## src/rtl/i2c_txn_sequencer.sv

```systemverilog
// Transaction-level sequencer for the byte-level I2C master: turns one request into
// START+addr / WRITE / READ / STOP commands, streams data bytes and reports status.
`timescale 1ns/1ps
module i2c_txn_sequencer #(
  parameter int LEN_W       = 4,
  parameter int TIMEOUT_CYC = 4096
) (
  input  logic             cpld_clk,
  input  logic             reset,
  input  logic             req_valid,
  output logic             req_ready,
  input  logic [6:0]       req_addr,
  input  logic             req_rnw,
  input  logic [LEN_W-1:0] req_len,
  input  logic [7:0]       wr_data,
  input  logic             wr_valid,
  output logic             wr_ready,
  output logic [7:0]       rd_data,
  output logic             rd_valid,
  output logic             busy,
  output logic             done,
  output logic             nack,
  output logic             err_timeout,
  output logic [LEN_W-1:0] xfer_cnt,
  output logic [3:0]       cmd,
  output logic [7:0]       cmd_data,
  output logic             cmd_rd_nack,
  output logic             cmd_valid,
  input  logic             cmd_ready,
  input  logic             eng_done,
  input  logic             eng_ack,
  input  logic [7:0]       eng_rdata
);

  localparam int TMO_W = (TIMEOUT_CYC > 2) ? $clog2(TIMEOUT_CYC) : 1;
  localparam logic [TMO_W-1:0] TMO_LAST = TMO_W'(TIMEOUT_CYC - 1);

  typedef enum logic [3:0] {
    S_IDLE, S_ADDR, S_ADDR_W, S_WFETCH, S_WR, S_WR_W,
    S_RD, S_RD_W, S_STOP, S_STOP_W, S_FIN
  } state_t;

  state_t           state, state_nxt;
  logic [6:0]       addr_q;
  logic             rnw_q;
  logic [LEN_W-1:0] rem;
  logic [7:0]       wbyte_q;
  logic [TMO_W-1:0] tmo_q;
  logic             in_wait;
  logic             tmo_hit;

  assign in_wait = (state == S_ADDR_W) || (state == S_WR_W) ||
                   (state == S_RD_W)   || (state == S_STOP_W);
  assign tmo_hit = (tmo_q == TMO_LAST);

  always_comb begin
    state_nxt   = state;
    req_ready   = 1'b0;
    wr_ready    = 1'b0;
    cmd         = 4'b0000;
    cmd_data    = 8'h00;
    cmd_rd_nack = 1'b0;
    cmd_valid   = 1'b0;
    done        = 1'b0;
    busy        = (state != S_IDLE);
    case (state)
      S_IDLE: begin
        req_ready = 1'b1;
        if (req_valid) state_nxt = S_ADDR;
      end
      S_ADDR: begin
        cmd_valid = 1'b1;
        cmd       = 4'b1100;
        cmd_data  = {addr_q, rnw_q};
        if (cmd_ready) state_nxt = S_ADDR_W;
      end
      S_ADDR_W: begin
        if (eng_done) begin
          if (!eng_ack || rem == '0) state_nxt = S_STOP;
          else if (rnw_q)            state_nxt = S_RD;
          else                       state_nxt = S_WFETCH;
        end else if (tmo_hit) begin
          state_nxt = S_FIN;
        end
      end
      S_WFETCH: begin
        if (wr_valid) begin
          wr_ready  = 1'b1;
          state_nxt = S_WR;
        end
      end
      S_WR: begin
        cmd_valid = 1'b1;
        cmd       = 4'b0100;
        cmd_data  = wbyte_q;
        if (cmd_ready) state_nxt = S_WR_W;
      end
      S_WR_W: begin
        // A NACKed byte ends the transfer; rem==1 means this was the last byte.
        if (eng_done)     state_nxt = (eng_ack && rem != LEN_W'(1)) ? S_WFETCH : S_STOP;
        else if (tmo_hit) state_nxt = S_FIN;
      end
      S_RD: begin
        cmd_valid   = 1'b1;
        cmd         = 4'b0010;
        cmd_rd_nack = (rem == LEN_W'(1));
        if (cmd_ready) state_nxt = S_RD_W;
      end
      S_RD_W: begin
        if (eng_done)     state_nxt = (rem == LEN_W'(1)) ? S_STOP : S_RD;
        else if (tmo_hit) state_nxt = S_FIN;
      end
      S_STOP: begin
        cmd_valid = 1'b1;
        cmd       = 4'b0001;
        if (cmd_ready) state_nxt = S_STOP_W;
      end
      S_STOP_W: begin
        if (eng_done || tmo_hit) state_nxt = S_FIN;
      end
      S_FIN: begin
        done      = 1'b1;
        state_nxt = S_IDLE;
      end
      default: state_nxt = S_IDLE;
    endcase
  end

  always_ff @(posedge cpld_clk) begin
    if (reset) begin
      state       <= S_IDLE;
      rem         <= '0;
      xfer_cnt    <= '0;
      nack        <= 1'b0;
      err_timeout <= 1'b0;
      rd_valid    <= 1'b0;
      rd_data     <= 8'h00;
      tmo_q       <= '0;
    end else begin
      state    <= state_nxt;
      rd_valid <= 1'b0;
      if (state == S_IDLE && req_valid) begin
        rem         <= req_len;
        xfer_cnt    <= '0;
        nack        <= 1'b0;
        err_timeout <= 1'b0;
      end
      if (cmd_valid && cmd_ready)      tmo_q <= '0;
      else if (in_wait && !eng_done)   tmo_q <= tmo_q + TMO_W'(1);
      if (in_wait && !eng_done && tmo_hit) err_timeout <= 1'b1;
      if (eng_done) begin
        case (state)
          S_ADDR_W: if (!eng_ack) nack <= 1'b1;
          S_WR_W: begin
            if (eng_ack) begin
              xfer_cnt <= xfer_cnt + LEN_W'(1);
              rem      <= rem - LEN_W'(1);
            end else begin
              nack <= 1'b1;
            end
          end
          S_RD_W: begin
            rd_data  <= eng_rdata;
            rd_valid <= 1'b1;
            xfer_cnt <= xfer_cnt + LEN_W'(1);
            rem      <= rem - LEN_W'(1);
          end
          default: ;
        endcase
      end
    end
  end

  // Request fields and the write byte are pure data; no reset needed.
  always_ff @(posedge cpld_clk) begin
    if (state == S_IDLE && req_valid) begin
      addr_q <= req_addr;
      rnw_q  <= req_rnw;
    end
    if (wr_ready) wbyte_q <= wr_data;
  end

endmodule

```

## config.mk

```make
export PLATFORM = sky130hd
export DESIGN_NAME = i2c_txn_sequencer
export DESIGN_NICKNAME = d
export VERILOG_FILES = /design/src/rtl/i2c_txn_sequencer.sv
export SDC_FILE = /design/constraint.sdc
export NUM_CORES = 1
export LEC_CHECK = 0
export ABC_CLOCK_PERIOD_IN_PS = 1900
export BUFFER_PORTS_ARGS = -buffer_cell sky130_fd_sc_hd__buf_2
export CAP_MARGIN = 20
export CORE_MARGIN = 4
export CORE_UTILIZATION = 49
export CTS_BUF_LIST = sky130_fd_sc_hd__clkbuf_2 sky130_fd_sc_hd__clkbuf_4 sky130_fd_sc_hd__clkbuf_8
export DETAILED_ROUTE_END_ITERATION = 8
export HOLD_SLACK_MARGIN = 0.05
export PLACE_DENSITY = 0.78
export SETUP_SLACK_MARGIN = 0.3
export SLEW_MARGIN = 10
export SYNTH_ARGS = -nofsm -noshare
export SYNTH_HDL_FRONTEND = slang
export SYNTH_SLANG_ARGS = --single-unit
```

## constraint.sdc

```tcl
create_clock -name cpld_clk -period 1.9 [get_ports cpld_clk]
set_input_delay 0 -clock cpld_clk [delete_from_list [all_inputs] [get_ports cpld_clk]]
set_output_delay 0 -clock cpld_clk [all_outputs]
set_load 0.1 [all_outputs]
```

==> results of run 1 <==
## kinds of logic after synthesis
kind of cell	count (synthesis)
DFF	51
and+or+nand+nor	106
muxes	9
xor gates and xnor gates	8
buffers and inverters	27
AOI/OAI and AO/OA	67
adders and majority gates	5
## worst min-delay path, delay by kind of cell
family          cells  cell delay (ns)
buf+inv             1             0.17
simple gates        1             0.16
compound gates      1             0.06
## metal layers
| metal | vias to the layer above | global-route usage |
|---|---|---|
| met5 | - | 0 |
| li1 | 1307 | - |
| met4 | 0 | 0.1233 |
| met2 | 337 | 0.5041 |
| met3 | 101 | 0.06054 |
| met1 | 1502 | 0.3084 |
## flip-flops by register name (all words and copies together), names as in the netlist, 4 cells and up
signal and cells:
addr_q 7, wbyte_q 8, xfer_cnt 4, rd_data 8, rem 4, state 4
tmo_q 12
## repair_timing
item / in CTS / in global routing
buffers inserted: 14 / 27
endpoints found under the hold margin: 29 / 0
setup endpoints to repair: 47 / 50
resized for setup: 44 / 55
hold buffers: 29 / 0
cloned: 1 / 2
pin swaps: 20 / 33
## power groups by stage
stage	clock network [uW]	logic [uW]	registers (uW)
floorplan	0	1890	1320
global placement	0	2610	1340
detailed placement	0	2640	1350
CTS	816	2980	1330
global route	873	3770	1380
finish	830	3710	1370
## Yosys cell counts, types with 6 or more instances
library cell  count  share of area
dfxtp_1          35           0.27
nor2_1           34          0.050
a21oi_1          20          0.039
edfxtp_1         16           0.19
o21ai_0          16          0.031
nand2_1          15          0.022
clkbuf_1         13          0.019
mux2i_1           9          0.035
a22o_1            8          0.027
inv_1             8          0.012
xor2_1            8          0.027
nand4_1           7          0.017
nor3b_1           6          0.018
## worst max path at each step
stage / start / endpoint / slack, ns / depth (start not counted)
finish: state[1] / rem[3] / 0.006 / 8
global placement: rem[0] / state[1] / 0.11 / 5
floorplan: state[3] / rem[1] / -0.56 / 7
CTS: state[2] / tmo_q[10] / 0.09 / 6
detailed placement: state[1] / tmo_q[10] / 0.006 / 6
global route: state[1] / rem[1] / -0.003 / 9
## stage by stage
step | area [um2] | power (uW) | setup WS, ns
2_1_floorplan | 2765 | 3209 | -0.5626
3_3_place_gp | 3487 | 3944 | 0.1052
3_5_place_dp | 3487 | 3985 | 0.005915
4_1_cts | 4165 | 5124 | 0.08988
5_1_grt | 4603 | 6018 | -0.002788
6_report | 4603 | 5915 | 0.006450
## final cells by class
class	count	area [um2]	area share
inverter	9	52.55	0.01142
clock buffer	6	82.58	0.01794
multi-input combinational	196	1684	0.3659
sequential	51	1204	0.2615
timing repair buffer	160	1458	0.3167
clock inverter	2	35.03	0.007611
tap	70	87.58	0.01903
==> results.toml, run 1 <==
[setup_path]
max_stage_delay_ns = 0.37
regToRegEndpoint = "rem[3]"
reg2reg_depth = 8
critPathBufInv = 4
arrival_ns = 2.15
crit-reg2reg-launch = "state[1]"
worst-path-max-fanout = 11
reg2reg_setup_slack_ns = 0.006
cp-start-kind = "register"
endpoint_kind = "register"
cpMaxStageDelayCell = "dfxtp_4"
worstPathRequired_ns = 2.16
cpLargestDelayFamily = "buffers and inverters"
crit_path_cell_trace = "buf_12 -> buf_4 -> nor4_4 -> nand2_2 -> buf_4 -> inv_4 -> a21oi_1 -> a21oi_1"
path_class = "reg2reg"

[min_path]
hp-start = "eng_ack"
holdPathStages = 3
worstHoldPathType = "in2reg"
min_to = "nack"

[synthesis]
synthCells = 273
synth_top_family_by_area = "simple AND/OR/NAND/NOR gates"
synth.distinct_cells = 51
syn_avg_cell_area_um2 = 9.350
synthXorXnorAreaFrac = 0.02745
synth_edf_count = 16
seq_area_frac_synth = 0.4627
ys_warn_count = 0
synth-simple-area-share = 0.2235
synth_compound_area_frac = 0.1838
yosys_register_bits = 51
synth_top_flop_cell = "dfxtp_1"
async_reset_ff_frac = 0
syn-num-nets = 313
synth_area_um2 = 2552
yosys.area_share.adder = 0.02451
synth.area.mux_share = 0.03529

[pwr]
powerDensity_nw_per_um2 = 1285
pwr-share-seq = 0.232
pwr-share-comb = 0.628
p_clk_frac = 0.140
p_int_uw = 3235
power_switching_uw = 2681
leakage_uw = 0.001937
ir_drop_v = 0.001478
sw_frac_of_total = 0.4532

[sta]
setup_tns_ns = 0
rsz0062_at_grt = "yes"
maxSlewHeadroom = 0.6121
fin_crit_ns = 1.894
setup_viol = 0
worstMarginPinSlew_ns = 0.5773
holdWs_ns = 0.1080
hold_viol = 0
max_freq_mhz = 528.1
clock-skew-final_ns = 0.01685
fin_crit_sh = 0.9966
drv_slew = 0

[routing]
wl_met3_um = 1441
totalWireLength_um = 12390
vias = 3247
via_per_inst = 6.573
drc = 0
drt_pass1_iterations = 8
top_layer = "met4"
routed-wl-met2_um = 5849
routedLengthMet1_um = 4153
drtIter0Drc = 453
ant_nets = 0
wire_per_inst_um = 25.09

[status]
outcome = "completed"

[global_routing]
globalRoute.totalOverflow = 0
grt_max_degree = 24
grt_pass1_vias = 2720
grt_pass1_wl_um = 13730
antenna_found_initial = 0
grtUsageTotal = 0.2780

[floorplan]
rows = 26
start_util = 0.5030
core_um2 = 5075
die_height_um = 80.18
ios = 68
die_w_um = 80.18
die_area_um2 = 6428

[placed_design]
gp_congestion = 0.8966
place_inst = 413
dp_hpwl_um = 5095
portBuffers = 67

[clock_network]
numCtsBuffers = 5
clk_latency_ns = 0.33
cts_root_buffer = "clkbuf_8"
htreeDepth = 2
clock_sinks = 51
clkTransAtPathRegs_ns = 0.11
cts_tree = "built"
cts_buffer_depth = 2

[final_layout]
layout_commonest_cell = "buf_2"
antenna_cells = 0
stdcell_count = 494
area_growth_pct = 80.34
drive_gt1_frac = 0.5000
fillers = 198
fin_nets = 463
final_util = 0.9071
most-common-layout-cells = "buf_2, buf_4, nor2_1"

[flow_run]
cap_violations = 0
Power figures use the tool's default switching activity.
==> run 2, diff against run 1 <==
Settings changed: BUFFER_PORTS_ARGS -buffer_cell sky130_fd_sc_hd__buf_2 to default, CORE_UTILIZATION 49 to 58, DONT_BUFFER_PORTS from default to 1, PLACE_DENSITY 0.78 to 0.76.
==> results.toml, run 2 <==
[status]
outcome = "aborted with a tool error"
lastStage = "global routing (5_1_grt)"
error_line = "[ERROR DPL-0038] Utilization greater than 100%, impossible to legalize"

[synthesis]
syn-num-nets = 313
synth.distinct_cells = 51
synth_top_area_frac = 0.2745
seq_area_frac_synth = 0.4627
synth_top_cell_by_area = "dfxtp_1"
syn_avg_cell_area_um2 = 9.350
synthCells = 273
synthTopCellsByArea = "dfxtp_1, edfxtp_1, nor2_1"
ys_warn_count = 0
synth_area_um2 = 2552
synth_most_common_cell = "dfxtp_1"
synth_edf_count = 16
netlist_top_cells_count = "dfxtp_1, nor2_1, a21oi_1, edfxtp_1, o21ai_0"
synth_top_flop_cell = "dfxtp_1"
async_reset_ff_frac = 0
yosys_register_bits = 51

[sta]
worstEpCategory = "register input"
repair-timing-grt-worst-ep = "tmo_q[9]$_SDFFE_PP0N_/D"

[clock_network]
numCtsBuffers = 5
htreeDepth = 2
cts_root_buffer = "clkbuf_8"
clock_sinks = 51
cts_buffer_depth = 2

[placed_design]
dp_hpwl_um = 4796
dp_slack_ns = 0.02615
gp_congestion = 0.8591
place_inst = 357
portBuffers = 0

[floorplan]
rows = 23
ios = 68
die_height_um = 74.34
die_w_um = 74.34
start_util = 0.6202

[global_routing]
grt_max_degree = 24
## run 2: logic make-up after synthesis
logic type,synth area share
flops,0.4627
fa+ha+maj,0.02451
simple gates,0.2235
buf+inv,0.04265
xor+xnor,0.02745
compound gates,0.1838
mux,0.03530
## run 2: through the flow
step	cell area, um2	hold slack [ns]
after floorplan	2765	0.06907
after global placement	3177	0.06384
after detailed placement	3177	0.06617
after CTS	3700	-0.2598
## run 2: what timing repair did
item | CTS
cloned | 2
pin swaps | 26
hold endpoints to repair | 53
hold buffers | 18
resized for setup | 48
buffers inserted | 11
endpoints found under the setup margin | 47
==> run 3, diff against run 2 <==
Settings changed: ABC_CLOCK_PERIOD_IN_PS 1900 to 2470, CORE_UTILIZATION 58 to 40, CTS_BUF_LIST sky130_fd_sc_hd__clkbuf_2 sky130_fd_sc_hd__clkbuf_4 sky130_fd_sc_hd__clkbuf_8 to default, HOLD_SLACK_MARGIN 0.05 to default, PLACE_DENSITY 0.76 to default, PLACE_DENSITY_LB_ADDON from default to 0.15, SETUP_SLACK_MARGIN 0.3 to default.
Clock period 1.9 ns to 2.47 ns, I/O delays scaled along.
==> results.toml, run 3 (synthesis gave the netlist of run 1 again) <==
[placed_design]
gp_congestion = 0.8380
dp_slack_ns = 0.4313
place_inst = 370
portBuffers = 0
placed_area_um2 = 2988
dp_hpwl_um = 4578

[final_layout]
fin_nets = 374
fin_area_um2 = 3455
stdcell_count = 410
top_register = "tmo_q"
antenna_cells = 0
largestRegisters = "tmo_q x12, rd_data x8, wbyte_q x8"
layout_commonest_cell = "buf_4"
largest_reg_flops = 12
drive_gt1_frac = 0.2000
area_growth_pct = 35.34
most-common-layout-cells = "buf_4, dfxtp_1, nor2_1"

[clock_network]
clock_sinks = 51
cts_buffer_depth = 2
cts_tree = "built"
clkTransAtPathRegs_ns = 0.09
numCtsBuffers = 5
clk_latency_ns = 0.30
cts_root_buffer = "clkbuf_8"
htreeDepth = 2
postCtsSetupBuffers = 0

[sta]
max_freq_mhz = 438.0
drv_slew = 0
clock-skew-final_ns = 0.007047
fin_crit_sh = 0.9243
fin_crit_ns = 2.283
setup_tns_ns = 0
rsz0062_at_grt = "no"
setup_viol = 0
maxSlewHeadroom = 0.3725
hold_viol = 0
fin_ws_ns = 0.1869
worstMarginPinSlew_ns = 0.9399

[routing]
ant_nets = 0
drc = 0
drt_pass1_iterations = 4
vias = 2231
wire_per_inst_um = 15.65
totalWireLength_um = 6415
via_per_inst = 5.441
drtIter0Drc = 150

[setup_path]
worst-path-max-fanout = 14
cpLargestDelayFamily = "buffers and inverters"
crit_path_cell_trace = "buf_4 -> nor2b_1 -> a21oi_1 -> nand2_1 -> o311ai_1 -> a21oi_1 -> dlygate4sd3_1"
crit-reg2reg-launch = "state[2]"
path_class = "reg2reg"
regToRegEndpoint = "state[2]"
arrival_ns = 2.48
cpMaxStageDelayCell = "dfxtp_1"
endpoint_kind = "register"
critPathBufInv = 2
max_stage_delay_ns = 0.63
cp-start-kind = "register"
reg2reg_depth = 7
path_depth = 7
worstPathRequired_ns = 2.67
cp_common_cell = "a21oi_1"
reg2reg_setup_slack_ns = 0.19

[floorplan]
die_w_um = 87.88
rows = 28
start_util = 0.4211
ios = 68
die_height_um = 87.88
core_um2 = 6061
die_area_um2 = 7723

[pwr]
leakage_uw = 0.001382
powerDensity_nw_per_um2 = 982.0
power.total_uw = 3392
ir_drop_v = 0.001221

[global_routing]
grtUsageTotal = 0.1747
grt_pass1_wl_um = 10700
grt_pass1_vias = 2165
grt_max_degree = 24
antenna_found_initial = 0
globalRoute.totalOverflow = 0

[min_path]
worstHoldPathType = "in2reg"
hp-start = "cmd_ready"
min_to = "tmo_q[9]"
holdPathStages = 3

[flow_run]
cap_violations = 0

[status]
outcome = "completed"
run 3: how the worst max path moves through the flow:
stage	start	endpoint	slack, ns
after detailed placement	state[1]	tmo_q[11]	0.43
after CTS	rem[0]	state[2]	0.09
after global placement	rem[0]	state[1]	0.45
after global routing	state[2]	state[2]	0.0002
after floorplan	state[0]	rem[1]	0.0002
final	state[2]	state[2]	0.19
run 3: timing repair:
item	in CTS	in global routing
endpoints found under the setup margin	0	1
endpoints found under the hold margin	39	0
hold buffers	32	0
gates resized for setup	0	5
run 3: power breakdown:
part | total (uW) | switching [uW] | leakage, uW | internal, uW
Sequential | 1020 | 76.0 | 0.000432 | 949
Combinational | 1700 | 1180 | 0.000885 | 521
Clock | 671 | 267 | 0.0000654 | 405
Total | 3390 | 1520 | 0.00138 | 1870
run 3: final cells by class:
cell class	instances	area (um2)
fillers	551	2606
multi-input cells	195	1333
flip-flops and latches	51	1182
repair buffers	72	665.6
well taps	75	93.84
clock buffers	6	72.57
clock inverters	2	60.06
inverters	9	47.55
run 3: stage by stage:
step           hold slack, ns    util
3_5_place_dp          0.07824  0.4930
5_1_grt               0.06412  0.5700
4_1_cts               0.02966  0.5677
6_report              0.04432  0.5700
2_1_floorplan         0.06907       -
3_3_place_gp          0.07537  0.4930
run 3: per-layer routing:
metal,share of wire,vias up,track usage
met4,0.011,0,0.05160
met1,0.46,1022,0.2376
met5,0,-,0
met3,0.075,4,0.04421
li1,-,1127,-
met2,0.46,78,0.2747
run 3: worst register-to-register path: stages (launching register included):
cell and delay, ns:
dfxtp_1 0.63, buf_4 0.26, nor2b_1 0.09, a21oi_1 0.15, nand2_1 0.07, o311ai_1 0.26, a21oi_1 0.10, dlygate4sd3_1 0.61
